[config.mk]
export PLATFORM = sky130hd
export DESIGN_NAME = mc_datapath
export DESIGN_NICKNAME = d
export VERILOG_FILES = /design/src/rtl/mips_pkg.sv /design/src/rtl/mc_regfile.sv /design/src/rtl/mc_datapath.sv
export SDC_FILE = /design/constraint.sdc
export NUM_CORES = 2
export LEC_CHECK = 0
export BUFFER_PORTS_ARGS = -buffer_cell sky130_fd_sc_hd__buf_2
export CORE_MARGIN = 5
export CORE_UTILIZATION = 60
export DETAILED_ROUTE_END_ITERATION = 6
export PLACE_DENSITY = 0.77
export SLEW_MARGIN = 25
export SYNTH_ARGS = -nofsm -noshare
export SYNTH_HDL_FRONTEND = slang
export SYNTH_SLANG_ARGS = --single-unit
[constraint.sdc]
create_clock -name clk -period 10.7 [get_ports clk]
set_clock_uncertainty 0.15 [all_clocks]
set_input_delay 2.14 -clock clk [delete_from_list [all_inputs] [get_ports clk]]
set_output_delay 2.14 -clock clk [all_outputs]
set_load 0.02 [all_outputs]
[src/rtl/mips_pkg.sv]
// Shared encodings for the multicycle MIPS controller and datapath.
// This package holds the ALU codes, mux selects and instruction field positions.
package mips_pkg;

  typedef enum logic [2:0] {
    ALU_AND = 3'b000,
    ALU_OR  = 3'b001,
    ALU_ADD = 3'b010,
    ALU_SUB = 3'b110,
    ALU_SLT = 3'b111
  } alu_ctrl_e;

  typedef enum logic [1:0] {
    SRCB_B     = 2'b00,
    SRCB_FOUR  = 2'b01,
    SRCB_IMM   = 2'b10,
    SRCB_IMMSH = 2'b11
  } srcb_sel_e;

  typedef enum logic [1:0] {
    PCSRC_ALU     = 2'b00,
    PCSRC_ALUOUT  = 2'b01,
    PCSRC_JUMP    = 2'b10,
    PCSRC_ILLEGAL = 2'b11
  } pcsrc_sel_e;

  // Instruction field positions (LSB of each field, plus widths)
  localparam int OP_LSB    = 26;
  localparam int OP_BITS   = 6;
  localparam int RS_LSB    = 21;
  localparam int RT_LSB    = 16;
  localparam int RD_LSB    = 11;
  localparam int FUNCT_LSB = 0;
  localparam int IMM_BITS  = 16;
  localparam int JADDR_BITS = 26;

endpackage

[src/rtl/mc_regfile.sv]
// Register file with two combinational read ports and one clocked write port.
// Register 0 is hard-wired to zero; reads during a write return the old contents.
module mc_regfile #(
  parameter int WIDTH   = 32,
  parameter int REGBITS = 5
) (
  input  logic               clk,
  input  logic               we,
  input  logic [REGBITS-1:0] ra1,
  input  logic [REGBITS-1:0] ra2,
  input  logic [REGBITS-1:0] wa,
  input  logic [WIDTH-1:0]   wd,
  output logic [WIDTH-1:0]   rd1,
  output logic [WIDTH-1:0]   rd2
);

  logic [WIDTH-1:0] mem [2**REGBITS];

  // No reset: register contents survive a datapath reset
  always_ff @(posedge clk) begin
    if (we && (wa != '0)) begin
      mem[wa] <= wd;
    end
  end

  assign rd1 = (ra1 == '0) ? '0 : mem[ra1];
  assign rd2 = (ra2 == '0) ? '0 : mem[ra2];

endmodule

[src/rtl/mc_datapath.sv]
// Multicycle MIPS datapath: PC, IR, MDR, A, B, ALUOut, the ALU and the register file.
// It is driven cycle by cycle by the controller's control word and returns op, funct and zero.
module mc_datapath
  import mips_pkg::*;
#(
  parameter int               WIDTH    = 32,
  parameter logic [WIDTH-1:0] RESET_PC = '0,
  parameter int               REGBITS  = 5
) (
  input  logic             clk,
  input  logic             reset,
  input  logic             lord,
  input  logic             irwrite,
  input  logic             regdst,
  input  logic             memtoreg,
  input  logic             regwrite,
  input  logic             alusrca,
  input  logic [1:0]       alusrcb,
  input  logic [2:0]       alucontrol,
  input  logic             pcen,
  input  logic [1:0]       pcsrc,
  input  logic [WIDTH-1:0] readdata,
  output logic [WIDTH-1:0] adr,
  output logic [WIDTH-1:0] writedata,
  output logic [5:0]       op,
  output logic [5:0]       funct,
  output logic             zero
);

  logic [WIDTH-1:0]   pc, ir, mdr, areg, breg, aluout;
  logic [WIDTH-1:0]   pcnext, srca, srcb, aluresult, diff;
  logic [WIDTH-1:0]   signimm, signimmsh, jumptarget;
  logic [WIDTH-1:0]   rd1, rd2, wd3;
  logic [REGBITS-1:0] wa3;

  assign op    = ir[OP_LSB +: OP_BITS];
  assign funct = ir[FUNCT_LSB +: 6];

  assign signimm    = {{(WIDTH-IMM_BITS){ir[IMM_BITS-1]}}, ir[IMM_BITS-1:0]};
  assign signimmsh  = {signimm[WIDTH-3:0], 2'b00};
  assign jumptarget = {pc[WIDTH-1 -: 4], ir[JADDR_BITS-1:0], 2'b00};

  assign wa3 = regdst   ? ir[RD_LSB +: REGBITS] : ir[RT_LSB +: REGBITS];
  assign wd3 = memtoreg ? mdr : aluout;

  mc_regfile #(
    .WIDTH   (WIDTH),
    .REGBITS (REGBITS)
  ) u_regfile (
    .clk (clk),
    .we  (regwrite),
    .ra1 (ir[RS_LSB +: REGBITS]),
    .ra2 (ir[RT_LSB +: REGBITS]),
    .wa  (wa3),
    .wd  (wd3),
    .rd1 (rd1),
    .rd2 (rd2)
  );

  assign srca = alusrca ? areg : pc;

  always_comb begin
    srcb = breg;
    case (alusrcb)
      SRCB_B:     srcb = breg;
      SRCB_FOUR:  srcb = WIDTH'(4);
      SRCB_IMM:   srcb = signimm;
      SRCB_IMMSH: srcb = signimmsh;
      default:    srcb = breg;
    endcase
  end

  // slt takes the sign of the wrapped difference; codes 011/100/101 produce 0
  always_comb begin
    aluresult = '0;
    diff      = srca - srcb;
    case (alucontrol)
      ALU_AND: aluresult = srca & srcb;
      ALU_OR:  aluresult = srca | srcb;
      ALU_ADD: aluresult = srca + srcb;
      ALU_SUB: aluresult = diff;
      ALU_SLT: aluresult = {{(WIDTH-1){1'b0}}, diff[WIDTH-1]};
      default: aluresult = '0;
    endcase
  end

  assign zero = (aluresult == '0);

  // The illegal select 11 falls back to the ALU result, like 00
  always_comb begin
    pcnext = aluresult;
    case (pcsrc)
      PCSRC_ALU:     pcnext = aluresult;
      PCSRC_ALUOUT:  pcnext = aluout;
      PCSRC_JUMP:    pcnext = jumptarget;
      PCSRC_ILLEGAL: pcnext = aluresult;
      default:       pcnext = aluresult;
    endcase
  end

  always_ff @(posedge clk) begin
    if (reset) begin
      pc     <= RESET_PC;
      ir     <= '0;
      mdr    <= '0;
      areg   <= '0;
      breg   <= '0;
      aluout <= '0;
    end else begin
      if (pcen)    pc <= pcnext;
      if (irwrite) ir <= readdata;
      mdr    <= readdata;
      areg   <= rd1;
      breg   <= rd2;
      aluout <= aluresult;
    end
  end

  assign adr       = lord ? aluout : pc;
  assign writedata = breg;

endmodule
==> run_results.csv <==
group,metric,value,unit
timing,tns,0,ns
cts,clock-sinks,1216,
timing,slew_headroom,31.8,%
critical_path,cpMaxStageDelayCell,"a2111oi_0",
layout,finalNonFillerCells,5297,
critical_path,critPathRequiredTime,8.41,ns
drt,drt-total-wl,190000,um
layout,drive_gt1_share,27.2,%
die,io_pins,125,
critical_path,r2r-start,"ir[15]",
critical_path,cp_num_buf_inv,3,
die,core-area,0.0987,mm^2
cts,cts-hold-fix-buffers,0,
power_and_ir_drop,p_per_area,167,mW/mm^2
drt,dr_total_vias,39300,
timing,drv_slew,0,
critical_path,path_max_fanout,17,
job,drv_cap,0,
power_and_ir_drop,intPower,8.16,mW
timing,hold_viol_final,0,
critical_path,end_kind,"primary output",
cts,clock_latency,0.72,ns
place,place.gp.congestion,1.00,
cts,post_cts_buffers,0,
die,dieArea,0.106,mm^2
timing,min_period_over_period,91.4,%
yosys,synth-async-reset-ratio,0,%
power_and_ir_drop,swShare,26.0,%
drt,drtIter0Drc,5877,
drt,viasPerCell,7.42,
power_and_ir_drop,power.switching,2.87,mW
cts,h-tree-depth,3,
global_routing,grt_antenna_before_repair,5,
yosys,seq_area_frac_synth,57.8,%
cts,cts.path.max_buffers,3,
yosys,ys.flop_type,"edfxtp_1",
global_routing,grt_overflow,0,
place,dp_cells,5069,
drt,firstDrtPassIters,6,
hold_path,hold_class,"register to register",
global_routing,grt_pass1_vias,39000,
yosys,ys_warn_count,0,
yosys,synth.cell_area,0.0599,mm^2
critical_path,crit_chain,"buf_2, buf_4, and2_1, a21oi_1, o21ai_0, ha_1, nor2_1, nand3_1, a2111oi_0, a2111oi_2, nor4_1, nor2_1, a221oi_1, nand2_1, nor4b_1, nand4b_1, nor2_1, buf_2",
global_routing,grt_pass1_wl,272000,um
power_and_ir_drop,seqPwrFrac,48.6,%
critical_path,worstSetupPathType,"input port to primary output",
timing,clock.fmax,102,MHz
drt,drc,0,
cts,clkTransAtPathRegs,0.07,ns
timing,rsz0062_at_grt,"false",
cts,cts_resized,0,
critical_path,slowest_delay,0.60,ns
yosys,syn_inst,3852,
die,rows,115,
outcome,status,"complete, no violations",
critical_path,r2r_slack,5.71,ns
layout,nets,4054,
power_and_ir_drop,p_clk_share,37.9,%
die,die_w,326,um
die,initial_utilization,60.7,%
power_and_ir_drop,power.leakage,22.1,nW
hold_path,min_path_cells,2,
timing,setup_violations,0,
drt,routedWlPerCell,35.8,um
yosys,ys_types,95,
place,numPortBuffers,124,
layout,area.growth.synth_to_final,10.3,%
hold_path,min_to,"ir[31]",
hold_path,hold_start,"ir[31]",
yosys,synth.ff_latch_count,1216,
timing,period_needed,9.77,ns
drt,ant_nets,0,
cts,tritoncts,"yes",
critical_path,reg2reg_to,"pc[27]",
layout,fin_util,66.9,%
timing,worstMarginPinSlew,1.02,ns
power_and_ir_drop,p_comb_share,13.4,%
layout,fillers,6479,
power_and_ir_drop,ir_worst_vdd,0.153,mV
critical_path,critPathLaunchType,"input port",
global_routing,grt_usage,35.2,%
critical_path,crit_arrival,7.48,ns
yosys,synth-edff-count,1024,
critical_path,r2r_cells,14,
die,die-height,326,um
global_routing,grt_max_degree,123,
cts,cts_made_buffers,119,
critical_path,crit_top_cell,"nor2_1",
cts,cts_root_buf,"clkbuf_16",
place,post-dp-hpwl,114000,um
yosys,avgSynthCellArea,15.5,um^2
critical_path,cp_top_family,"simple AND/OR/NAND/NOR gates",
cells by family (layout without fill, tap and decap cells):
| family | after synthesis | after routing | synth area share [%] |
|---|---|---|---|
| AO/OA/AOI/OAI | 614 | 614 | 7.34 |
| XOR/XNOR | 15 | 15 | 0.219 |
| adder cells (fa/ha/maj) | 102 | 102 | 2.16 |
| buffers and inverters | 417 | 541 | 2.75 |
| flip-flops | 1216 | 1216 | 57.8 |
| multiplexers | 906 | 906 | 25.2 |
| other | 1 | 35 | 0.00626 |
| AND/OR/NAND/NOR | 581 | 581 | 4.60 |
registers in the layout, indices dropped and copies added (netlist names):
register and count:
pc 32, mdr 32, aluout 32, ir 32
writedata 32, areg 32, u_regfile.mem 1024
worst reg2reg max path: stages, from the launching register on:
cell       delay (ns)
dfxtp_1          0.51
and2_1           0.60
a21oi_1          0.10
o21ai_0          0.27
ha_1             0.46
nor2_1           0.36
nand3_1          0.15
a2111oi_0        0.60
a2111oi_2        0.20
nor4_1           0.47
nor2_1           0.10
a221oi_1         0.35
nand2_1          0.16
a221oi_1         0.29
nor3_1           0.08
synthesized netlist by cell type, types with 19 or more instances:
cell | instances | share of area [%]
clkbuf_1 | 196 | 1.2
and2_1 | 19 | 0.20
nand2_1 | 104 | 0.65
mux2_2 | 151 | 2.8
a22o_1 | 19 | 0.28
a21oi_1 | 111 | 0.93
o22ai_1 | 76 | 0.79
a211o_1 | 29 | 0.42
nand3_1 | 30 | 0.25
mux2i_1 | 291 | 4.9
dfxtp_1 | 192 | 6.4
edfxtp_1 | 1024 | 51
o21ai_0 | 76 | 0.64
ha_1 | 100 | 2.1
buf_1 | 81 | 0.51
a21o_1 | 30 | 0.38
nor2b_1 | 49 | 0.51
mux4_2 | 464 | 17
nor2_1 | 228 | 1.4
o221ai_1 | 49 | 0.72
nor3_1 | 65 | 0.54
buf_2 | 22 | 0.18
a221oi_1 | 55 | 0.80
a211oi_1 | 24 | 0.30
inv_1 | 101 | 0.63
power by group through the flow:
stage,Sequential [mW],Clock (mW),Combinational [mW]
floorplan,5.39,0,0.998
global placement,5.46,0,1.42
detailed placement,5.46,0,1.43
CTS,5.36,4.21,1.45
global route,5.37,4.43,1.55
finish,5.36,4.18,1.48
stage by stage:
step / total power, mW / hold slack [ns] / setup WS [ns] / instance area (um^2)
after detailed placement: 6.89 / 0.324 / 1.11 / 62100
after global placement: 6.88 / 0.318 / 1.23 / 62100
final: 11.0 / 0.339 / 0.925 / 66000
after floorplan: 6.39 / 0.310 / 1.79 / 60000
after CTS: 11.0 / 0.344 / 1.10 / 66000
after global routing: 11.3 / 0.364 / 0.602 / 66000
cells in the final DEF, fill, tap and decap left out, drive strengths merged, types with 18 or more instances in the layout:
cell    count
mux4      464
nor2      228
o221ai     49
nor2b      49
mux2      151
o211ai     18
conb       32
a211o      29
inv       108
dfxtp     192
and2       21
a21oi     112
buf       213
nand2     104
nand2b     18
ha        100
clkbuf    159
edfxtp   1024
nor3       66
a221oi     56
nand3      31
a22oi      18
a22o       19
o22ai      76
mux2i     291
clkinv     44
o21ai      80
a211oi     25
a21o       30
worst max-delay path by stage:
stage | to | from | cells after the start
CTS | zero | alusrcb[1] | 17
finish | zero | alusrcb[1] | 18
floorplan | zero | alusrcb[1] | 17
global placement | zero | alusrcb[1] | 18
detailed placement | zero | alusrcb[1] | 17
global route | zero | alusrcb[1] | 18
metal layers:
layer / track usage, % / vias to the layer above / wire [um]
met2: 54.8 / 3279 / 87200
met3: 10.1 / 651 / 26600
met5: 0 / - / 18
li1: - / 15700 / -
met1: 47.0 / 19700 / 66000
met4: 15.7 / 2 / 10100
cell type report:
type | count | area (um^2) | area share, %
Antenna cell | 3 | 7.51 | 0.0114
Clock buffer | 159 | 3240 | 4.91
Clock inverter | 65 | 658 | 0.997
Inverter | 104 | 390 | 0.591
Multi-Input combinational cell | 2250 | 24100 | 36.5
Sequential cell | 1216 | 34600 | 52.5
Tap cell | 1287 | 1610 | 2.44
Timing Repair Buffer | 213 | 1390 | 2.11
Note: power is estimated with default switching activity, not from simulation.
